File: src/rtl/audio_pkg.sv
// Shared definitions for the WM8750 audio path (ADC receiver and DAC serializer).
package audio_pkg;

    typedef enum logic [1:0] {
        RX_IDLE  = 2'd0,
        RX_SYNC  = 2'd1,
        RX_LEFT  = 2'd2,
        RX_RIGHT = 2'd3
    } rx_state_t;

    localparam logic LRC_LEFT  = 1'b0;
    localparam logic LRC_RIGHT = 1'b1;

    localparam int DEF_SAMPLE_WIDTH = 16;
    localparam int DEF_SLOT_BITS    = 32;

    // PicoRV32 GPIO word indices used by the top-level decode.
    localparam int GPIO_WORD_SAMPLES = 4;
    localparam int GPIO_WORD_STATUS  = 13;

    function automatic logic [31:0] status_word(input logic rdy, input logic ovfl,
                                                input logic err);
        return {29'd0, err, ovfl, rdy};
    endfunction

endpackage

File: src/rtl/audio_sync_edge.sv
// N-stage synchronizer for an asynchronous input, with a one-cycle rising-edge strobe.
module audio_sync_edge #(
    parameter int STAGES = 2
) (
    input  logic clk_i,
    input  logic rst_i,
    input  logic d_i,
    output logic q_o,
    output logic rise_o
);

    logic [STAGES-1:0] sync_q;
    logic              prev_q;

    always_ff @(posedge clk_i or posedge rst_i) begin
        if (rst_i) begin
            sync_q <= '0;
            prev_q <= 1'b0;
        end else begin
            sync_q <= {sync_q[STAGES-2:0], d_i};
            prev_q <= sync_q[STAGES-1];
        end
    end

    assign q_o    = sync_q[STAGES-1];
    assign rise_o = sync_q[STAGES-1] & ~prev_q;

endmodule

File: src/rtl/audio_adc_rx.sv
// I2S capture for the WM8750 ADC: oversamples bclk/lrc/dat, deserializes left/right
// words and exposes them with sticky ready/overflow/short-slot flags for the CPU.
module audio_adc_rx
    import audio_pkg::*;
#(
    parameter int SAMPLE_WIDTH = DEF_SAMPLE_WIDTH,
    parameter int SLOT_BITS    = DEF_SLOT_BITS,
    parameter int SYNC_STAGES  = 2
) (
    input  logic                    clk,
    input  logic                    reset,
    input  logic                    enable,
    input  logic                    audio_bclk,
    input  logic                    audio_adclrc,
    input  logic                    audio_adcdat,
    input  logic                    read_ack,
    output logic [SAMPLE_WIDTH-1:0] left_sample,
    output logic [SAMPLE_WIDTH-1:0] right_sample,
    output logic                    sample_valid,
    output logic                    data_rdy,
    output logic                    data_ovfl,
    output logic                    frame_err
);

    localparam int                CNT_W  = $clog2(SLOT_BITS + 1);
    localparam logic [CNT_W-1:0] CNT_SW  = CNT_W'(SAMPLE_WIDTH);
    localparam logic [CNT_W-1:0] CNT_MAX = CNT_W'(SLOT_BITS);

    logic bclk_lvl_unused, bclk_rise;
    logic lrc_s, lrc_rise_unused;
    logic dat_s, dat_rise_unused;

    audio_sync_edge #(.STAGES(SYNC_STAGES)) u_sync_bclk (
        .clk_i(clk), .rst_i(reset), .d_i(audio_bclk), .q_o(bclk_lvl_unused), .rise_o(bclk_rise)
    );
    audio_sync_edge #(.STAGES(SYNC_STAGES)) u_sync_lrc (
        .clk_i(clk), .rst_i(reset), .d_i(audio_adclrc), .q_o(lrc_s), .rise_o(lrc_rise_unused)
    );
    audio_sync_edge #(.STAGES(SYNC_STAGES)) u_sync_dat (
        .clk_i(clk), .rst_i(reset), .d_i(audio_adcdat), .q_o(dat_s), .rise_o(dat_rise_unused)
    );

    rx_state_t               state_q, state_d;
    logic                    lrc_prev_q, lrc_prev_d;
    logic                    prev_vld_q, prev_vld_d;
    logic [CNT_W-1:0]        bit_cnt_q, bit_cnt_d;
    logic [SAMPLE_WIDTH-1:0] shift_q, shift_d;
    logic [SAMPLE_WIDTH-1:0] left_hold_q, left_hold_d;
    logic [SAMPLE_WIDTH-1:0] right_hold_q, right_hold_d;
    logic                    left_vld_q, left_vld_d;
    logic                    commit_q, commit_d;
    logic                    lrc_chg, short_close;

    logic [SAMPLE_WIDTH-1:0] left_sample_q, right_sample_q;
    logic                    sample_valid_q, data_rdy_q, data_ovfl_q, frame_err_q;

    always_comb begin
        state_d      = state_q;
        lrc_prev_d   = lrc_prev_q;
        prev_vld_d   = prev_vld_q;
        bit_cnt_d    = bit_cnt_q;
        shift_d      = shift_q;
        left_hold_d  = left_hold_q;
        right_hold_d = right_hold_q;
        left_vld_d   = left_vld_q;
        commit_d     = 1'b0;
        short_close  = 1'b0;
        // prev_vld keeps the first edge after reset from faking a word-select change.
        lrc_chg      = bclk_rise && prev_vld_q && (lrc_s != lrc_prev_q);

        if (bclk_rise) begin
            lrc_prev_d = lrc_s;
            prev_vld_d = 1'b1;
        end

        case (state_q)
            RX_IDLE: begin
                left_vld_d = 1'b0;
                bit_cnt_d  = '0;
                shift_d    = '0;
                if (enable) state_d = RX_SYNC;
            end
            RX_SYNC: begin
                if (lrc_chg) begin
                    bit_cnt_d = '0;
                    shift_d   = '0;
                    state_d   = (lrc_s == LRC_LEFT) ? RX_LEFT : RX_RIGHT;
                end
            end
            RX_LEFT, RX_RIGHT: begin
                if (lrc_chg) begin
                    bit_cnt_d = '0;
                    shift_d   = '0;
                    state_d   = (state_q == RX_LEFT) ? RX_RIGHT : RX_LEFT;
                    if (bit_cnt_q < CNT_SW) begin
                        short_close = 1'b1;
                        left_vld_d  = 1'b0;
                    end else if (state_q == RX_LEFT) begin
                        left_hold_d = shift_q;
                        left_vld_d  = 1'b1;
                    end else begin
                        right_hold_d = shift_q;
                        commit_d     = left_vld_q;
                        left_vld_d   = 1'b0;
                    end
                end else if (bclk_rise) begin
                    if (bit_cnt_q < CNT_SW)  shift_d   = {shift_q[SAMPLE_WIDTH-2:0], dat_s};
                    if (bit_cnt_q < CNT_MAX) bit_cnt_d = bit_cnt_q + 1'b1;
                end
            end
            default: state_d = RX_IDLE;
        endcase

        if (!enable) state_d = RX_IDLE;
    end

    always_ff @(posedge clk or posedge reset) begin
        if (reset) begin
            state_q      <= RX_IDLE;
            lrc_prev_q   <= 1'b0;
            prev_vld_q   <= 1'b0;
            bit_cnt_q    <= '0;
            shift_q      <= '0;
            left_hold_q  <= '0;
            right_hold_q <= '0;
            left_vld_q   <= 1'b0;
            commit_q     <= 1'b0;
        end else begin
            state_q      <= state_d;
            lrc_prev_q   <= lrc_prev_d;
            prev_vld_q   <= prev_vld_d;
            bit_cnt_q    <= bit_cnt_d;
            shift_q      <= shift_d;
            left_hold_q  <= left_hold_d;
            right_hold_q <= right_hold_d;
            left_vld_q   <= left_vld_d;
            commit_q     <= commit_d;
        end
    end

    // Frame publish: a completion and a CPU ack in the same cycle leave data_rdy set.
    always_ff @(posedge clk or posedge reset) begin
        if (reset) begin
            left_sample_q  <= '0;
            right_sample_q <= '0;
            sample_valid_q <= 1'b0;
            data_rdy_q     <= 1'b0;
            data_ovfl_q    <= 1'b0;
            frame_err_q    <= 1'b0;
        end else begin
            sample_valid_q <= commit_q;
            if (commit_q) begin
                left_sample_q  <= left_hold_q;
                right_sample_q <= right_hold_q;
            end

            if (commit_q)      data_rdy_q <= 1'b1;
            else if (read_ack) data_rdy_q <= 1'b0;

            if (commit_q && data_rdy_q && !read_ack) data_ovfl_q <= 1'b1;
            else if (read_ack)                       data_ovfl_q <= 1'b0;

            if (short_close)   frame_err_q <= 1'b1;
            else if (read_ack) frame_err_q <= 1'b0;
        end
    end

    assign left_sample  = left_sample_q;
    assign right_sample = right_sample_q;
    assign sample_valid = sample_valid_q;
    assign data_rdy     = data_rdy_q;
    assign data_ovfl    = data_ovfl_q;
    assign frame_err    = frame_err_q;

endmodule

File: config.mk
export PLATFORM = sky130hd
export DESIGN_NAME = audio_adc_rx
export DESIGN_NICKNAME = d
export VERILOG_FILES = /design/src/rtl/audio_pkg.sv /design/src/rtl/audio_sync_edge.sv /design/src/rtl/audio_adc_rx.sv
export SDC_FILE = /design/constraint.sdc
export NUM_CORES = 1
export LEC_CHECK = 0
export ABC_AREA = 1
export CORE_UTILIZATION = 56
export CTS_BUF_LIST = sky130_fd_sc_hd__clkbuf_4 sky130_fd_sc_hd__clkbuf_8 sky130_fd_sc_hd__clkbuf_16
export CTS_CLUSTER_SIZE = 8
export DETAILED_ROUTE_END_ITERATION = 7
export PLACE_DENSITY = 0.85
export SLEW_MARGIN = 20
export SYNTH_ARGS = -nofsm -noshare
export SYNTH_HDL_FRONTEND = slang
export SYNTH_SLANG_ARGS = --single-unit
File: constraint.sdc
create_clock -name clk -period 3.75 [get_ports clk]
set_clock_uncertainty 0.2 [all_clocks]
set_input_delay 0.5625 -clock clk [delete_from_list [all_inputs] [get_ports clk]]
set_output_delay 0.5625 -clock clk [all_outputs]
set_load 0.005 [all_outputs]
==> results by group, run 1 <==
Logic synthesis
  • Syn_nets: roughly 420
  • Yosys warns: 0
  • Post-synthesis cell type count: 25
  • Synth area leader: dfrtp_1
  • Post-synthesis mux area share: 0.01969
  • Post-synthesis adder-cell area fraction: 0.003126
  • Mapped Area: 4003 um2
  • Synth Register Bits: slightly above 100
  • Syn Inst Count: 413
  • Xor and xnor area share after synthesis: 0.002188
  • Largest family of logic cells by synthesized area: simple AND/OR/NAND/NOR gates
  • Synth Area in Compound Gates: 0.09816
  • Largest cells by area after synthesis: dfrtp_1, nand2_1, o21ai_1
  • Avg Inst Size Synth: 9.691 um2
  • Post-synth top area share: 0.6440
  • Sequential-to-total area share from yosys stat: 0.6440
  • Simple-gate share of the synthesized area: 0.1682

Floorplan
  • Chip width: around 87 um
  • IO Pins: 43
  • Die height: around 87 um
  • Core Box Area: 6832 um2
  • Full die area: 7489 um2
  • Row count: 30
  • Initial core utilization: 0.5859

Placement
  • Post-DP HPWL: 4.643 mm
  • Dpl ws: around 1.3 ns
  • Routability Congestion: 0.7698
  • Buffers on Ports: 42
  • Post-Place Cells: 534
  • Dpl cell area: 4477 um2

Route
  • Starting DRC count in detailed routing: 186
  • Vias per cell: 5.209
  • Final WL: 7.222 mm
  • DR WL/cell: 13.13 um
  • Routed Antenna Nets: 0
  • Via count: 2865
  • DRT Pass-1 Iters: 4
  • DRC: 0

Worst setup path
  • Crit Path Class: register to register
  • Reg2reg setup slack: 1.28 ns
  • Worst stage delay on the critical path: 0.79 ns
  • Critical path endpoint: shift_q[10]
  • Startpoint types: register
  • Critical path's slowest cell: dfrtp_1
  • R2R cell count: 6
  • Critical path endpoint category: register
  • CP startpoint: state_q[1]
  • CP bufs+invs: 1
  • Crit path max-delay family: simple AND/OR/NAND/NOR gates
  • Critical path cell sequence: inv_2 > nor2_2 > o21ai_1 > nand2_1 > nand2_1 > o21ai_1
  • R2r startpoint: state_q[1]
  • Worst EP required: 3.81 ns
  • WP data arrival: 2.53 ns
  • R2r endpoint: shift_q[10]
  • Worst path depth: 6
  • Critical Path Fanout Max: 32

Finish
  • ANT cells: 0
  • Post-route design area: 4674 um2
  • # nets final: 457
  • Area Growth Syn to Fin: 16.79%
  • Fillers: 537
  • Final Non-Filler Cells: 550
  • Layout cells sized above 1: 0.07269
  • Multi-input gate area: 1166 um2
  • Register Area: ~2600 um2
  • Final cell utilization of the core: 0.6842

STA
  • Tmin final: 2.467 ns
  • Max_slew headroom: 0.3307
  • Final period utilization: 0.6579
  • Final TNS setup: 0 ns
  • Final hold viol count: 0
  • F_max: 405.3 MHz
  • Final Setup Violations: 0
  • Worst slew pin tran: 1.004 ns
  • Max-slew violation count: 0
  • Setup WS post-layout: 1.283 ns
  • RSZ-0062 raised after global routing: no

Power
  • Int Power: 1.455 mW
  • Seq pwr share: 0.601
  • Comb pwr share: 0.036
  • Worst vdd ir: 232.6 uV
  • Sw Ratio: 0.2226
  • Clock network fraction of total power: 0.363
  • PwrDens: 400.5 nW/um2
  • Sw Pwr: around 420 uW
  • P_leak: around 2.2 nW

Clock network
  • Root Buffer: clkbuf_8
  • Setup Fix Bufs, Post-CTS: 0
  • Clock insertion delay at the later pin of the skew report: 0.36 ns
  • Clk buf depth: 2
  • # clock sinks: 103
  • H-tree depth: 3
  • Clock-pin slew on the worst setup and hold paths: 0.09 ns
  • Hold-fix buffers, CTS: 0
  • TritonCTS clock tree: yes
  • # resized after CTS: 0
  • Cts bufs inserted: 9

GRT
  • Overflow after GRT: 0
  • Tot GR Track Use: 0.2211
  • First-pass GRT wire length: 12.49 mm
  • Initial antenna violation count: 0
  • Largest net degree at the start of global routing: 61
  • Number of global-route vias before repair: approximately 2700

Worst hold path
  • Hold Crit Class: register to register
  • Worst hold stages: 0

Status
  • Run status: complete, no violations

Run
  • Max-cap violation count: 0
## how the worst min path moves through the flow
stage,start,end
after floorplan,u_sync_bclk.sync_q[0],u_sync_bclk.sync_q[1]
after global placement,u_sync_lrc.sync_q[0],u_sync_lrc.sync_q[1]
after detailed placement,u_sync_lrc.sync_q[0],u_sync_lrc.sync_q[1]
after CTS,u_sync_lrc.sync_q[0],u_sync_lrc.sync_q[1]
after global routing,u_sync_bclk.sync_q[0],u_sync_bclk.sync_q[1]
final,u_sync_bclk.sync_q[0],u_sync_bclk.sync_q[1]
## final cells by class
cell class,instances,area share
clock buffer,10,0.02944
sequential,103,0.5517
multi-input combinational,248,0.2495
tap,96,0.02570
clock inverter,6,0.01285
inverter,43,0.03506
timing repair buffer,44,0.09582
## cells in the final DEF, fill, tap and decap left out, types with 2 or more instances in the layout
| cell type | instances |
|---|---|
| nand4_1 | 2 |
| dfrtp_1 | 102 |
| clkinvlp_4 | 2 |
| nand2_1 | 92 |
| clkbuf_8 | 10 |
| o21ai_1 | 41 |
| inv_1 | 40 |
| clkdlybuf4s50_1 | 42 |
| nor2_1 | 35 |
| nand3_1 | 28 |
| o21ai_0 | 5 |
| a21oi_1 | 28 |
| mux2_2 | 7 |
| clkinv_2 | 3 |
| inv_2 | 2 |
## Yosys cell counts
cell type  number
dfrtp_1       103
nand2_1        92
inv_1          41
o21ai_1        41
nor2_1         35
a21oi_1        28
nand3_1        28
buf_2           9
mux2_2          7
clkbuf_1        5
o21ai_0         5
buf_4           4
inv_2           2
nand4_1         2
a21boi_0        1
a21boi_1        1
buf_1           1
ha_1            1
nand2_2         1
nor2_2          1
nor3_1          1
nor3_2          1
nor3_4          1
o21bai_1        1
xnor2_1         1
## stage by stage
step / hold slack [ns] / power (mW)
floorplan: 0.1312 / 1.193
global placement: 0.1317 / 1.210
detailed placement: 0.1372 / 1.213
CTS: 0.1581 / 1.883
global route: 0.1652 / 1.940
finish: 0.1549 / 1.872
## cell families after synthesis
group                      after synthesis
and+or+nand+nor                        162
DFF                                    103
AOI/OAI and AO/OA                       77
buffers and inverters                   62
muxes                                    7
xor gates and xnor gates                 1
adders and majority gates                1
## power by group through the flow
stage | Combinational, mW | Sequential (mW) | Clock, mW
final | 0.0668 | 1.12 | 0.680
after global routing | 0.0769 | 1.13 | 0.737
after CTS | 0.0678 | 1.12 | 0.691
after detailed placement | 0.0667 | 1.15 | 0
after global placement | 0.0640 | 1.15 | 0
after floorplan | 0.0497 | 1.14 | 0
## routing by layer
metal	track usage	share of wire	vias to the layer above
met2	0.3362	0.48	88
met3	0.03905	0.047	21
met5	0	0	-
met4	0.1227	0.025	0
met1	0.3058	0.45	1362
li1	-	-	1394
## worst register-to-register path, delay by kind of cell, from the launching register on
family | cells | cell delay (ns)
buffers and inverters | 1 | 0.15
AND/OR/NAND/NOR | 3 | 1.03
AO/OA/AOI/OAI | 2 | 0.21
flip-flops | 1 | 0.79
## sequential cells by signal (all words and copies together) (netlist names), 2 cells and up
name / cells
u_sync_dat.sync_q: 2
shift_q: 16
right_sample: 16
left_sample: 16
state_q: 2
u_sync_bclk.sync_q: 2
u_sync_lrc.sync_q: 2
right_hold_q: 16
bit_cnt_q: 6
left_hold_q: 16
Note: power is estimated with default switching activity, not from simulation.
==> run 2: changes to the inputs <==
- clock period: 3.75 -> 2.5 ns (I/O delays scaled with it)
==> run 2 against run 1 <==
Flip-flop and latch count unchanged; utilization rose by 0.15 points; total power is 45% higher; sequential power up 50%; critical endpoint is now bit_cnt_q[4].
==> results by group, run 2 (synthesized netlist as in run 1, its figures left out) <==
Status
  • Run status: complete, no violations

Route
  • DRC: 0
  • Vias per cell: 5.247
  • Routed Antenna Nets: 0
  • Final WL: between 7 and 8 mm
  • DRT Pass-1 Iters: 6
  • Via count: 2912
  • DR WL/cell: between 10 and 15 um
  • Starting DRC count in detailed routing: 227

Clock network
  • TritonCTS clock tree: yes
  • Clock-pin slew on the worst setup and hold paths: 0.10 ns
  • H-tree depth: 3
  • Clk buf depth: 2
  • Hold-fix buffers, CTS: 0
  • Setup Fix Bufs, Post-CTS: 0
  • Root Buffer: clkbuf_8
  • Clock insertion delay at the later pin of the skew report: 0.36 ns
  • Cts bufs inserted: 9
  • # resized after CTS: 0
  • # clock sinks: 103

Placement
  • Buffers on Ports: 42
  • Routability Congestion: 0.7802
  • Post-Place Cells: 539
  • Dpl cell area: about 4500 um2
  • Post-DP HPWL: 4.778 mm

Finish
  • Commonest non-fill, non-tap cell in the layout: dfrtp_1
  • # nets final: 462
  • Most frequent cells in the layout: dfrtp_1, nand2_1, clkdlybuf4s50_1
  • Layout cells sized above 1: 0.08279
  • Fillers: about 530
  • Post-route design area: 4684 um2
  • Area Growth Syn to Fin: 17.04%
  • Final Non-Filler Cells: 555
  • ANT cells: 0
  • Multi-input gate area: 1166 um2
  • Register Area: 2579 um2

STA
  • F_max: around 500 MHz
  • Final period utilization: 0.7955
  • Final TNS setup: 0 ns
  • Tmin final: a little under 2 ns
  • Worst slew pin tran: 0.7887 ns
  • Max_slew headroom: 0.4742
  • Final hold viol count: 0
  • Final Setup Violations: 0
  • Max-slew violation count: 0
  • RSZ-0062 raised after global routing: no

GRT
  • First-pass GRT wire length: 12.41 mm
  • Number of global-route vias before repair: 2740
  • Largest net degree at the start of global routing: 66
  • Initial antenna violation count: 0
  • Overflow after GRT: 0
  • Tot GR Track Use: 0.2185

Floorplan
  • Full die area: 7489 um2
  • IO Pins: 43
  • Chip width: 86.54 um
  • Die height: 86.54 um
  • Initial core utilization: 0.5859
  • Core Box Area: 6832 um2
  • Row count: 30

Worst setup path
  • Critical path's slowest cell: dfrtp_1
  • Critical Path Fanout Max: 25
  • Critical path cell sequence: inv_1 > nand2_1 > nor2_1 > nand2_2 > nand3_1 > nand3_1 > nand2_1 > nand2_1
  • WP data arrival: between 2 and 2.5 ns
  • Crit path max-delay family: simple AND/OR/NAND/NOR gates
  • Critical path endpoint category: register
  • Worst stage delay on the critical path: around 0.37 ns
  • Worst EP required: 2.56 ns
  • CP bufs+invs: 1
  • Startpoint types: register
  • Most used cell, CP: nand2_1
  • Crit Path Class: register to register
  • Reg2reg setup slack: 0.51 ns

Power
  • Power Total: between 2 and 3 mW
  • Worst vdd ir: 393.8 uV
  • PwrDens: 577.8 nW/um2
  • P_leak: 2.201 nW

Worst hold path
  • Hold Crit Class: input pin to async pin

Run
  • Max-cap violation count: 0
run 2: final timing paths:
| path | to | cells past startpoint | startpoint |
|---|---|---|---|
| setup / recovery | bit_cnt_q[4] | 8 | u_sync_bclk.prev_q |
| hold / removal | right_sample[3] | 2 | reset |
| setup reg to reg | bit_cnt_q[4] | 8 | u_sync_bclk.prev_q |
| hold reg to reg | u_sync_bclk.sync_q[1] | 0 | u_sync_bclk.sync_q[0] |
| max in group asynchronous | commit_q | 3 | reset |
| min in group clk | u_sync_bclk.sync_q[1] | 0 | u_sync_bclk.sync_q[0] |
run 2: final cells by class:
type | instances | share of cell area
Clock buffer | 10 | 0.02804
Clock inverter | 6 | 0.008013
Inverter | 43 | 0.03526
Multi-Input combinational cell | 248 | 0.2489
Sequential cell | 103 | 0.5505
Tap cell | 96 | 0.02564
Timing Repair Buffer | 49 | 0.1036
run 2: metrics by stage:
step                  util  setup slack [ns]  hold slack, ns
CTS                 0.6857            0.5417          0.1143
finish              0.6857            0.5111          0.1140
global placement    0.6610            0.6484          0.1336
floorplan                -            0.6934          0.1312
global route        0.6857            0.2897          0.1402
detailed placement  0.6610            0.5510          0.1389
run 2: routing by layer:
layer,part of all wire,up-vias,routed length (um),GRT usage
li1,-,1400,-,-
met1,0.45,1420,3274,0.3028
met2,0.48,78,3459,0.3362
met3,0.044,14,318,0.04000
met4,0.021,0,153,0.1091
met5,0,-,0,0
run 2: worst register-to-register path: stages, from the launching register on:
cell and delay, ns:
dfrtp_1 0.37, inv_1 0.05, nand2_1 0.09, nor2_1 0.13
nand2_2 0.29, nand3_1 0.33, nand3_1 0.24, nand2_1 0.13
nand2_1 0.07
run 2: report_power, final:
group / internal (mW) / total [mW] / switching (mW)
logic: 0.0268 / 0.107 / 0.0801
clock network: 0.370 / 0.917 / 0.546
registers: 1.68 / 1.68 / 0.00790
total: 2.07 / 2.71 / 0.634
==> run 3: changes to the inputs <==
- clock period: 2.5 -> 1.9 ns (I/O delays scaled with it)
==> run 3 against run 2 <==
First-iteration DRC count is 9.3% lower; cell count is 0.36% higher; routed wire length down 1.3%; die area is the same; design area grew 1.5%; non-clock buffer count up 2; highest routed layer unchanged; hold slack improved by 0.041 ns; via count fell by 2.0%; critical path depth unchanged; global-route usage down 0.87 points; sequential power increased by 32%.
==> results by group, run 3 (synthesized netlist as in run 1, its figures left out) <==
Status
  • Run status: complete, no violations

Floorplan
  • Core Box Area: about 6800 um2
  • Full die area: approximately 7500 um2
  • Row count: 30
  • Chip width: 86.54 um
  • Die height: 86.54 um
  • Initial core utilization: 0.5859
  • IO Pins: 43

STA
  • Max-slew violation count: 0
  • Worst slew pin tran: 0.4107 ns
  • Max_slew headroom: 0.7256
  • Tmin final: 1.750 ns
  • F_max: 571.4 MHz
  • Final hold viol count: 0
  • Final period utilization: 0.9212
  • RSZ-0062 raised after global routing: no
  • Final TNS setup: 0 ns
  • Final hold slack: 0.1548 ns
  • Final Setup Violations: 0

Finish
  • Multi-input gate area: 1166 um2
  • Area Growth Syn to Fin: 18.85%
  • Final cell utilization of the core: 0.6963
  • Most frequent cells in the layout: dfrtp_1, nand2_1, clkdlybuf4s50_1
  • # nets final: 464
  • Register Area: 2579 um2
  • Post-route design area: 4757 um2
  • Fillers: 507
  • Commonest non-fill, non-tap cell in the layout: dfrtp_1
  • Layout cells sized above 1: 0.08677
  • ANT cells: 0

Clock network
  • Hold-fix buffers, CTS: 0
  • Setup Fix Bufs, Post-CTS: 0
  • Clock-pin slew on the worst setup and hold paths: approximately 0.090 ns
  • Cts bufs inserted: 9
  • Clock insertion delay at the later pin of the skew report: 0.35 ns
  • H-tree depth: 3
  • TritonCTS clock tree: yes
  • # resized after CTS: 0
  • # clock sinks: 103
  • Clk buf depth: 2
  • Root Buffer: clkbuf_8

Worst setup path
  • R2r endpoint: shift_q[13]
  • Startpoint types: register
  • R2r startpoint: u_sync_bclk.sync_q[1]
  • Reg2reg setup slack: ~0.15 ns
  • WP data arrival: 1.83 ns
  • Worst EP required: around 2.0 ns
  • Critical Path Fanout Max: 32
  • Critical path endpoint category: register
  • Crit Path Class: register to register
  • R2R cell count: 8

GRT
  • Initial antenna violation count: 0
  • First-pass GRT wire length: 11.94 mm
  • Overflow after GRT: 0
  • Number of global-route vias before repair: 2591
  • Tot GR Track Use: 0.2098
  • Largest net degree at the start of global routing: 64

Placement
  • Buffers on Ports: 42
  • Routability Congestion: 0.7800
  • Post-DP HPWL: 4.842 mm
  • Dpl cell area: 4568 um2

Run
  • Max-cap violation count: 0

Route
  • Via count: 2854
  • Routed Antenna Nets: 0
  • DR WL/cell: 12.76 um
  • Starting DRC count in detailed routing: 206
  • DRT Pass-1 Iters: 4
  • Final WL: between 7 and 8 mm
  • Vias per cell: 5.124
  • DRC: 0

Power
  • PwrDens: around 760 nW/um2
  • P_leak: 2.221 nW
  • Worst vdd ir: 374.6 uV

Worst hold path
  • Hold Crit Class: input pin to async pin
==> run 3: report_power, final <==
group / switching (mW) / internal [mW] / total [mW]
clock network: 0.673 / 0.593 / 1.27
registers: 0.0118 / 2.20 / 2.22
logic: 0.105 / 0.0398 / 0.144
==> run 3: area by class of cell <==
cell class,count,share of cell area
Sequential cell,103,0.5421
Multi-Input combinational cell,248,0.2451
Timing Repair Buffer,51,0.1131
Clock buffer,14,0.03656
Inverter,43,0.03472
Tap cell,96,0.02525
Clock inverter,2,0.003156
==> run 3: worst max-delay path by stage <==
stage                                      from               to  cells after the start  slack [ns]
after floorplan                           reset     bit_cnt_q[0]                      1        0.18
after global placement               state_q[1]  right_hold_q[0]                      7        0.24
after detailed placement             state_q[1]  right_hold_q[5]                      7        0.18
after CTS                              data_rdy         data_rdy                      1        0.14
after global routing         u_sync_bclk.prev_q     bit_cnt_q[2]                      7       0.007
final                     u_sync_bclk.sync_q[1]      shift_q[13]                      8        0.15
==> run 3: worst max-delay path, cell delays in order, from the launching register on <==
cell and delay, ns:
dfrtp_1 0.40, nand2_1 0.14, nor2_1 0.07, nand2_2 0.18
o21ai_1 0.10, nand2_1 0.07, buf_4 0.29, nand2_1 0.12
o21ai_1 0.10
==> run 3: metrics by stage <==
step	worst slack [ns]	power, mW	instances
2_1_floorplan	0.1834	2.355	413
3_3_place_gp	0.2433	2.400	541
3_5_place_dp	0.1846	2.407	541
4_1_cts	0.1390	3.669	557
5_1_grt	0.006946	3.791	557
6_report	0.1498	3.626	557
==> run 3: routing by layer <==
metal	up-vias	routed length (um)	GRT usage
li1	1406	-	-
met1	1383	3248	0.2927
met2	53	3474	0.3304
met3	12	270	0.04571
met4	0	114	0.07273
met5	-	0	0
